===== src/rtl/elevator_pkg.sv =====
// Shared types and defaults for the elevator SCAN controller.
// Optional emergency-stop support in the top level is enabled by ELEV_ESTOP_EN.
package elevator_pkg;

    localparam int unsigned DEF_NUM_FLOORS  = 10;
    localparam int unsigned DEF_FLOOR_WIDTH = 4;

    localparam logic DIR_UP   = 1'b1;
    localparam logic DIR_DOWN = 1'b0;

    typedef enum logic [2:0] {
        IDLE      = 3'd0,
        MOVE_UP   = 3'd1,
        MOVE_DOWN = 3'd2,
        CHECK     = 3'd3,
        DOOR_OPEN = 3'd4
    } state_t;

endpackage


===== src/rtl/direction_checker.sv =====
// Reports whether any pending request lies above or below the current floor.
module direction_checker #(
    parameter int unsigned NUM_FLOORS  = 10,
    parameter int unsigned FLOOR_WIDTH = 4
) (
    input  logic [FLOOR_WIDTH-1:0] current_floor,
    input  logic [NUM_FLOORS-1:0]  pending,
    output logic                   above,
    output logic                   below
);

    always_comb begin
        above = 1'b0;
        below = 1'b0;
        for (int unsigned i = 0; i < NUM_FLOORS; i++) begin
            if (pending[i]) begin
                if (i > 32'(current_floor)) above = 1'b1;
                if (i < 32'(current_floor)) below = 1'b1;
            end
        end
    end

endmodule


===== src/rtl/elevator_scan_controller.sv =====
// Single-car SCAN sequencer: latches calls, times travel and door dwell.
// Define ELEV_ESTOP_EN to add the estop input that freezes motion and door timing.
module elevator_scan_controller
    import elevator_pkg::*;
#(
    parameter int unsigned NUM_FLOORS  = DEF_NUM_FLOORS,
    parameter int unsigned FLOOR_WIDTH = DEF_FLOOR_WIDTH,
    parameter int unsigned MOVE_CYCLES = 8,
    parameter int unsigned DOOR_CYCLES = 16
) (
    input  logic                   clk,
    input  logic                   rst_n,
`ifdef ELEV_ESTOP_EN
    input  logic                   estop,
`endif
    input  logic [NUM_FLOORS-1:0]  floor_req,
    output logic [FLOOR_WIDTH-1:0] current_floor,
    output logic [NUM_FLOORS-1:0]  pending,
    output logic                   motor_up,
    output logic                   motor_down,
    output logic                   door_open,
    output logic                   arrive,
    output logic                   dir_up
);

    localparam int unsigned MOVE_W = (MOVE_CYCLES > 1) ? $clog2(MOVE_CYCLES) : 1;
    localparam int unsigned DOOR_W = (DOOR_CYCLES > 1) ? $clog2(DOOR_CYCLES) : 1;
    localparam logic [FLOOR_WIDTH-1:0] TOP_FLOOR = FLOOR_WIDTH'(NUM_FLOORS - 1);
    localparam logic [MOVE_W-1:0] MOVE_LAST = MOVE_W'(MOVE_CYCLES - 1);
    localparam logic [DOOR_W-1:0] DOOR_LAST = DOOR_W'(DOOR_CYCLES - 1);

    state_t                   state, state_next;
    state_t                   scan_state_c;
    logic                     scan_dir_c;
    logic                     dir_next;
    logic [MOVE_W-1:0]        move_cnt, move_cnt_next;
    logic [DOOR_W-1:0]        door_cnt, door_cnt_next;
    logic [FLOOR_WIDTH-1:0]   floor_next;
    logic                     arrive_next;
    logic [NUM_FLOORS-1:0]    clear_mask_c;
    logic                     above_c, below_c, here_c, hold_c;

    direction_checker #(
        .NUM_FLOORS  (NUM_FLOORS),
        .FLOOR_WIDTH (FLOOR_WIDTH)
    ) u_dir (
        .current_floor (current_floor),
        .pending       (pending),
        .above         (above_c),
        .below         (below_c)
    );

`ifdef ELEV_ESTOP_EN
    assign hold_c = estop;
`else
    assign hold_c = 1'b0;
`endif

    assign here_c = pending[current_floor];

    // SCAN decision: keep heading while demand remains ahead, otherwise reverse or rest.
    always_comb begin
        scan_state_c = IDLE;
        scan_dir_c   = dir_up;
        if (dir_up ? above_c : below_c) begin
            scan_state_c = dir_up ? MOVE_UP : MOVE_DOWN;
        end else if (dir_up ? below_c : above_c) begin
            scan_state_c = dir_up ? MOVE_DOWN : MOVE_UP;
            scan_dir_c   = ~dir_up;
        end
    end

    always_comb begin
        state_next    = state;
        dir_next      = dir_up;
        move_cnt_next = move_cnt;
        door_cnt_next = door_cnt;
        floor_next    = current_floor;
        arrive_next   = 1'b0;
        unique case (state)
            IDLE: begin
                if (here_c) begin
                    state_next = DOOR_OPEN;
                end else if (!hold_c) begin
                    if (above_c && (dir_up || !below_c)) begin
                        state_next = MOVE_UP;
                        dir_next   = DIR_UP;
                    end else if (below_c) begin
                        state_next = MOVE_DOWN;
                        dir_next   = DIR_DOWN;
                    end
                end
            end
            MOVE_UP, MOVE_DOWN: begin
                if (!hold_c) begin
                    if (move_cnt == MOVE_LAST) begin
                        move_cnt_next = '0;
                        arrive_next   = 1'b1;
                        floor_next    = (state == MOVE_UP) ? current_floor + FLOOR_WIDTH'(1)
                                                           : current_floor - FLOOR_WIDTH'(1);
                        state_next    = CHECK;
                    end else begin
                        move_cnt_next = move_cnt + MOVE_W'(1);
                    end
                end
            end
            CHECK: begin
                if (here_c) begin
                    state_next = DOOR_OPEN;
                end else if (scan_state_c == IDLE) begin
                    state_next = IDLE;
                end else if (!hold_c) begin
                    state_next = scan_state_c;
                    dir_next   = scan_dir_c;
                end
            end
            DOOR_OPEN: begin
                if (!hold_c) begin
                    if (door_cnt == DOOR_LAST) begin
                        door_cnt_next = '0;
                        state_next    = scan_state_c;
                        dir_next      = scan_dir_c;
                    end else begin
                        door_cnt_next = door_cnt + DOOR_W'(1);
                    end
                end
            end
            default: state_next = IDLE;
        endcase
    end

    // The served floor's call is dropped from door entry until the door closes.
    always_comb begin
        clear_mask_c = '0;
        if (state_next == DOOR_OPEN || state == DOOR_OPEN) begin
            clear_mask_c = NUM_FLOORS'(1) << current_floor;
        end
    end

    always_ff @(posedge clk or negedge rst_n) begin
        if (!rst_n) begin
            state         <= IDLE;
            dir_up        <= DIR_UP;
            move_cnt      <= '0;
            door_cnt      <= '0;
            current_floor <= '0;
            arrive        <= 1'b0;
            pending       <= '0;
            motor_up      <= 1'b0;
            motor_down    <= 1'b0;
            door_open     <= 1'b0;
        end else begin
            state         <= state_next;
            dir_up        <= dir_next;
            move_cnt      <= move_cnt_next;
            door_cnt      <= door_cnt_next;
            current_floor <= floor_next;
            arrive        <= arrive_next;
            pending       <= (pending | floor_req) & ~clear_mask_c;
            motor_up      <= (state_next == MOVE_UP) && !hold_c;
            motor_down    <= (state_next == MOVE_DOWN) && !hold_c;
            door_open     <= (state_next == DOOR_OPEN);
        end
    end

    // Travel must never be commanded past either end of the shaft.
    always @(posedge clk) begin
        if (rst_n) begin
            assert (!(motor_up && current_floor == TOP_FLOOR));
            assert (!(motor_down && current_floor == '0));
        end
    end

endmodule


===== config.mk =====
export PLATFORM = sky130hd
export DESIGN_NAME = elevator_scan_controller
export DESIGN_NICKNAME = d
export VERILOG_FILES = /design/src/rtl/elevator_pkg.sv /design/src/rtl/direction_checker.sv /design/src/rtl/elevator_scan_controller.sv
export SDC_FILE = /design/constraint.sdc
export NUM_CORES = 1
export LEC_CHECK = 0
export ABC_AREA = 1
export BUFFER_PORTS_ARGS = -buffer_cell sky130_fd_sc_hd__buf_2
export CAP_MARGIN = 20
export CORE_MARGIN = 10
export CORE_UTILIZATION = 56
export DETAILED_ROUTE_END_ITERATION = 6
export PLACE_DENSITY = 0.79
export SLEW_MARGIN = 20
export SYNTH_ARGS = -nofsm -noshare
export SYNTH_HDL_FRONTEND = slang
export SYNTH_HIERARCHICAL = 1
export SYNTH_SLANG_ARGS = --single-unit

===== constraint.sdc =====
create_clock -name clk -period 2.6 [get_ports clk]
set_clock_uncertainty 0.2 [all_clocks]
set_input_delay 0.13 -clock clk [delete_from_list [all_inputs] [get_ports clk]]
set_output_delay 0.13 -clock clk [all_outputs]
set_load 0.05 [all_outputs]

; After elaboration in Yosys (flattened, before gate mapping)
; Cells that the tools add are included.
[totals]
regBits = 29
elab_cells = 132
out_inout_bits = 19
in_bits = 12
[classes]
add_sub_neg = 4
n_lt_le_gt_ge = 20
n_reduce_logical = 10
shifts = 1
eq_ne = 14
n_mux = 69
n_bitwise = 4
[ops]
columns = cell, n
row1 = $mux W1, 51
row2 = $mux W3, 9
row3 = $gt A3 B4 Y1 const A, 4
row4 = $lt A3 B4 Y1 const A, 4
row5 = $pmux W3 S4, 1
row6 = $and A10 B10 Y10, 1
row7 = $mux W10, 1
row8 = $not A10 Y10, 1
row9 = $or A10 B10 Y10, 1
row10 = $shl A1 B4 Y10 const A, 1
row11 = $eq A3 B2 Y1 const B, 3
row12 = $eq A3 B3 Y1 const B, 3
row13 = $add A4 B1 Y4 const B, 2
row14 = $gt A2 B4 Y1 const A, 2
row15 = $gt A4 B4 Y1 const A, 2
row16 = $lt A1 B4 Y1 const A, 2
row17 = $lt A2 B4 Y1 const A, 2
row18 = $lt A4 B4 Y1 const A, 2
row19 = $mux W4, 2
row20 = $ne A2 B2 Y1 const B, 4
row21 = $eq A3 B1 Y1 const B, 2
row22 = $logic_not A3 Y1, 2
row23 = $mux W2, 3
row24 = $reduce_and A6 Y1, 1
row25 = other kinds (15), 16

; Longest topological paths before layout
[logic_depth]
depth_word = 33
ltp_mapped = 15
depth_no_buf = 15

; Cells and area by module
; Netlist, hierarchy kept.
[modules_own_cells]
columns = mod, cells_per_inst, area_each_um2, instances
row1 = elevator_scan_controller, 207, 1617.8, 1
row2 = direction_checker, 53, 240.2, 1

; Worst setup path before layout
; OpenSTA, ideal clock, no wires.
[synth_timing]
kind = register to register
from = register current_floor[1]
to = register motor_up
arrival_time_ps = 2158
slack_ps = 129
required_time_ps = 2287
synth_period_minus_slack_ps = 2471
stages_incl_launch_ff = 14
path_buffers = 0
setup_ps = 113
cell_sequence = dfrtp_1 > inv_1 > nand3b_2 > nand3_1 > nand2_1 > inv_1 > nand3_1 > inv_1 > o21ai_0 > o21ai_1 > a21oi_1 > nand2_2 > nand2_1 > inv_1
[synth_between]
elab_chain_cells = 29
[synth_lines]
columns = element, line_no
row1 = "start, declared", elevator_scan_controller.sv:17  ; output logic [FLOOR_WIDTH-1:0] current_floor,
row2 = "start signal, assigned", elevator_scan_controller.sv:157  ; current_floor <= floor_next;
row3 = $lt A1 B4 Y1, direction_checker.sv:18  ; if (i < 32'(current_floor)) below = 1'b1;
row4 = $mux W1, direction_checker.sv:18
row5 = $mux W1, direction_checker.sv:16  ; if (pending[i]) begin
row6 = $mux W1, direction_checker.sv:18
row7 = $mux W1, direction_checker.sv:16
row8 = $mux W1, direction_checker.sv:18
row9 = $mux W1, direction_checker.sv:16
row10 = $mux W1, direction_checker.sv:18
row11 = [13 not listed], --
row12 = named net below_c, elevator_scan_controller.sv:41  ; logic above_c, below_c, here_c, hold_c;
row13 = [1 not listed], --
row14 = $mux W2, elevator_scan_controller.sv:67  ; end else if (dir_up ? below_c : above_c) begin
row15 = $mux W3, elevator_scan_controller.sv:65  ; if (dir_up ? above_c : below_c) begin
row16 = $logic_not A3 Y1, elevator_scan_controller.sv:110  ; end else if (scan_state_c == IDLE) begin
row17 = $mux W3, elevator_scan_controller.sv:110
row18 = $mux W3, elevator_scan_controller.sv:108  ; if (here_c) begin
row19 = $pmux W3 S4 (*), elevator_scan_controller.sv:80  ; unique case (state)
row20 = named net state_next[0], elevator_scan_controller.sv:32  ; state_t state, state_next;
row21 = $eq A3 B1 Y1 (*), elevator_scan_controller.sv:160  ; motor_up <= (state_next == MOVE_UP) && !hold_c;
row22 = "end signal, assigned", elevator_scan_controller.sv:160
row23 = "end, declared", elevator_scan_controller.sv:19  ; output logic motor_up,
; Mark *: on every way through the listed nets, which the timed path passes. The rest lies on a longest branch. The select of a mux whose other input is x is not followed.
; A chain may end at the register's enable or synchronous reset.

; Worst setup path in the final report
; Ends and elaborated chain as after synthesis.

==> flow_summary.yaml <==
routing:
  drc: 0
  vias_per_cell: 5.05
  drt_iter0_drc: 171
  postRouteAntennaNets: 0
  routed_wl_um: 4500
  dr.pass1.iters: 4
  wire_per_inst_um: 12.7
  vias: 1793
synthesis:
  yosysWarnings: 6
  ys_types: 32
  synth_area_leader_cell: "dfrtp_1"
  syn_area_um2: 1860
  ys_seq_elements: 29
  syn-num-nets: 278
  synth_top_cell_area_share_pct: 37.7
  syn_avg_cell_area_um2: 7.15
  synth.area.top_cells: "dfrtp_1 38%, nand2_1 17%, nor2_1 7.5%, inv_1 6.1%, nand3_1 4.0%"
  yosysSeqAreaShare_pct: 39.1
  syn_inst: 260
timing:
  timing.fmax_ghz: 0.434
  fin_crit_sh_pct: 88.7
  rsz0062_at_grt: "false"
  final_hold_viol_count: 0
  setup_violations: 0
  fin_crit_ps: 2310
  max_slew_margin_pct: 57.8
  drv_slew: 0
  tns_ps: 0
  setup_slack_ps: 294
  tightest_slew_ps: 633
cells_and_area:
  final_common_cell: "nand2_1"
  fillers: 286
  syn2layout_area_growth_pct: 22.2
  layout.nets: 328
  drive_above_1_share_pct: 19.3
  layout_common_cells: "83 x nand2_1, 37 x nor2_1, 30 x inv_1, 30 x buf_2, 28 x dfrtp_1"
  final_cell_area_um2: 2270
  fin_util_pct: 73.1
  diodes: 0
worst_hold_path:
  hp-class: "primary input to async pin"
pwr:
  leakagePower_nw: 1.21
  power_frac_seq_pct: 26.0
  ir_drop_mv: 0.881
  p_total_mw: 3.31
  clockPowerShare_pct: 11.9
  p_int_mw: 1.51
  power_frac_comb_pct: 62.1
  power.density_nw_per_um2: 1460
  switching_power_mw: 1.80
  sw_frac_of_total_pct: 54.4
grt:
  grtUsageMet1_pct: 21.0
  grt.overflow.total: 0
  grt_max_degree: 30
  grt_busiest_layer: "met2"
  grt_pass1_vias: 1639
  antenna_found_initial: 0
  grt_pass1_wl_um: 7740
  gr-usage-met3_pct: 4.49
  grtUsageTotal_pct: 15.7
  grt.met2_usage_pct: 23.2
floorplan:
  row_count: 20
  die_h_um: 77.6
  fp.dieW_um: 77.6
  dieArea_um2: 6020
  core_um2: 3100
  pin_count: 31
  initial_core_util_pct: 59.9
critical_path:
  worstPathMaxFanout: 10
  worstPathArrival_ps: 2340
  path_class: "flip-flop to flip-flop"
  cp-start-kind: "flip-flop"
  r2r-start: "current_floor[1]"
  startpoint: "current_floor[1]"
  cp-end-kind: "flip-flop"
  required_ps: 2630
cts:
  cts_buffers: 5
  clkTransAtPathRegs_ps: 100
  clockBufferDepth: 2
  htreeDepth: 2
  tritoncts: "built"
  cts-root-buf: "clkbuf_4"
  cts_num_sinks: 29
  clock_latency_ps: 340
placement:
  io_buffers: 30
  gp_congestion: 0.913
  pre_cts_ws_ps: 335
  placed_area_um2: 2070
  hpwl_um: 3290
flow_run:
  drv_cap: 0
run_status:
  status: "completed"
## worst paths after layout
check | slack (ps) | endpoint | cells after the start
max in group asynchronous | 1650 | motor_up | 2
setup reg to reg | 290 | motor_up | 13
min in group clk | 290 | move_cnt[2] | 2
hold reg to reg | 290 | move_cnt[2] | 2
hold / removal | 140 | pending[7] | 2
setup / recovery | 290 | motor_up | 13
## synth_stat cells (all sizes together)
master,n
inv,34
nand2,88
nand3b,2
buf,1
o21a,1
a21oi,15
dfstp,1
o22ai,1
nor3,3
xor2,2
fa,1
o211ai,1
dfrtp,28
nand4,4
ha,5
o21ai,12
nand3,16
xnor2,3
a211oi,1
nor2,41
## worst max-delay path, cell delays in order (launching register included)
cell and delay, ps:
dfrtp_1 550, nand2_1 160, nand3_1 100, nand2_1 60
nand3_1 90, nand2_1 60, nand3_1 120, inv_1 80
o21ai_0 340, o21ai_1 120, a21oi_1 150, nand2_2 80
nand2_1 60, inv_1 40
## power by group through the flow
stage	clock network (mW)	logic, mW	registers [mW]
6_report	0.392	2.05	0.860
5_1_grt	0.421	2.31	0.895
4_1_cts	0.398	2.04	0.854
3_5_place_dp	0	2.02	0.863
3_3_place_gp	0	2.00	0.855
2_1_floorplan	0	1.25	1.17
## per-layer routing
layer,share of wire [%],up-vias
li1,-,923
met1,47,809
met2,45,57
met3,7.2,4
met4,1.4,0
met5,0,-
## per-stage QoR
step	hold slack, ps	cells
final	135	355
after global routing	186	355
after CTS	165	355
after detailed placement	-8.54	336
after global placement	-13.6	336
after floorplan	-366	260
## sequential cells by signal, summed over array words and instances, names as in the netlist, 3 cells and up
| signal | cells |
|---|---|
| current_floor | 4 |
| pending | 10 |
| state | 3 |
| door_cnt | 4 |
| move_cnt | 3 |
## final cells by class
| cell class | instances | area [um^2] | area share, % |
|---|---|---|---|
| repair buffers | 44 | 283 | 12.5 |
| clock inverters | 1 | 30.0 | 1.32 |
| clock buffers | 7 | 55.1 | 2.43 |
| multi-input cells | 196 | 987 | 43.5 |
| well taps | 44 | 55.1 | 2.43 |
| inverters | 34 | 133 | 5.84 |
| flip-flops and latches | 29 | 727 | 32.0 |
## logic make-up after synthesis
family,Yosys count,share of synthesized area [%]
AND/OR/NAND/NOR,154,36.5
buffers and inverters,35,7.74
AO/OA/AOI/OAI,31,9.83
flip-flops,29,39.1
adder cells (fa/ha/maj),6,4.44
XOR/XNOR,5,2.36
## what timing repair did
item | CTS | global route
gates resized for setup | 0 | 0
hold buffers | 11 | 0
setup buffers | 0 | 0
endpoints found under the hold margin | 38 | 0
No activity file was read; power rests on OpenSTA's default activity.
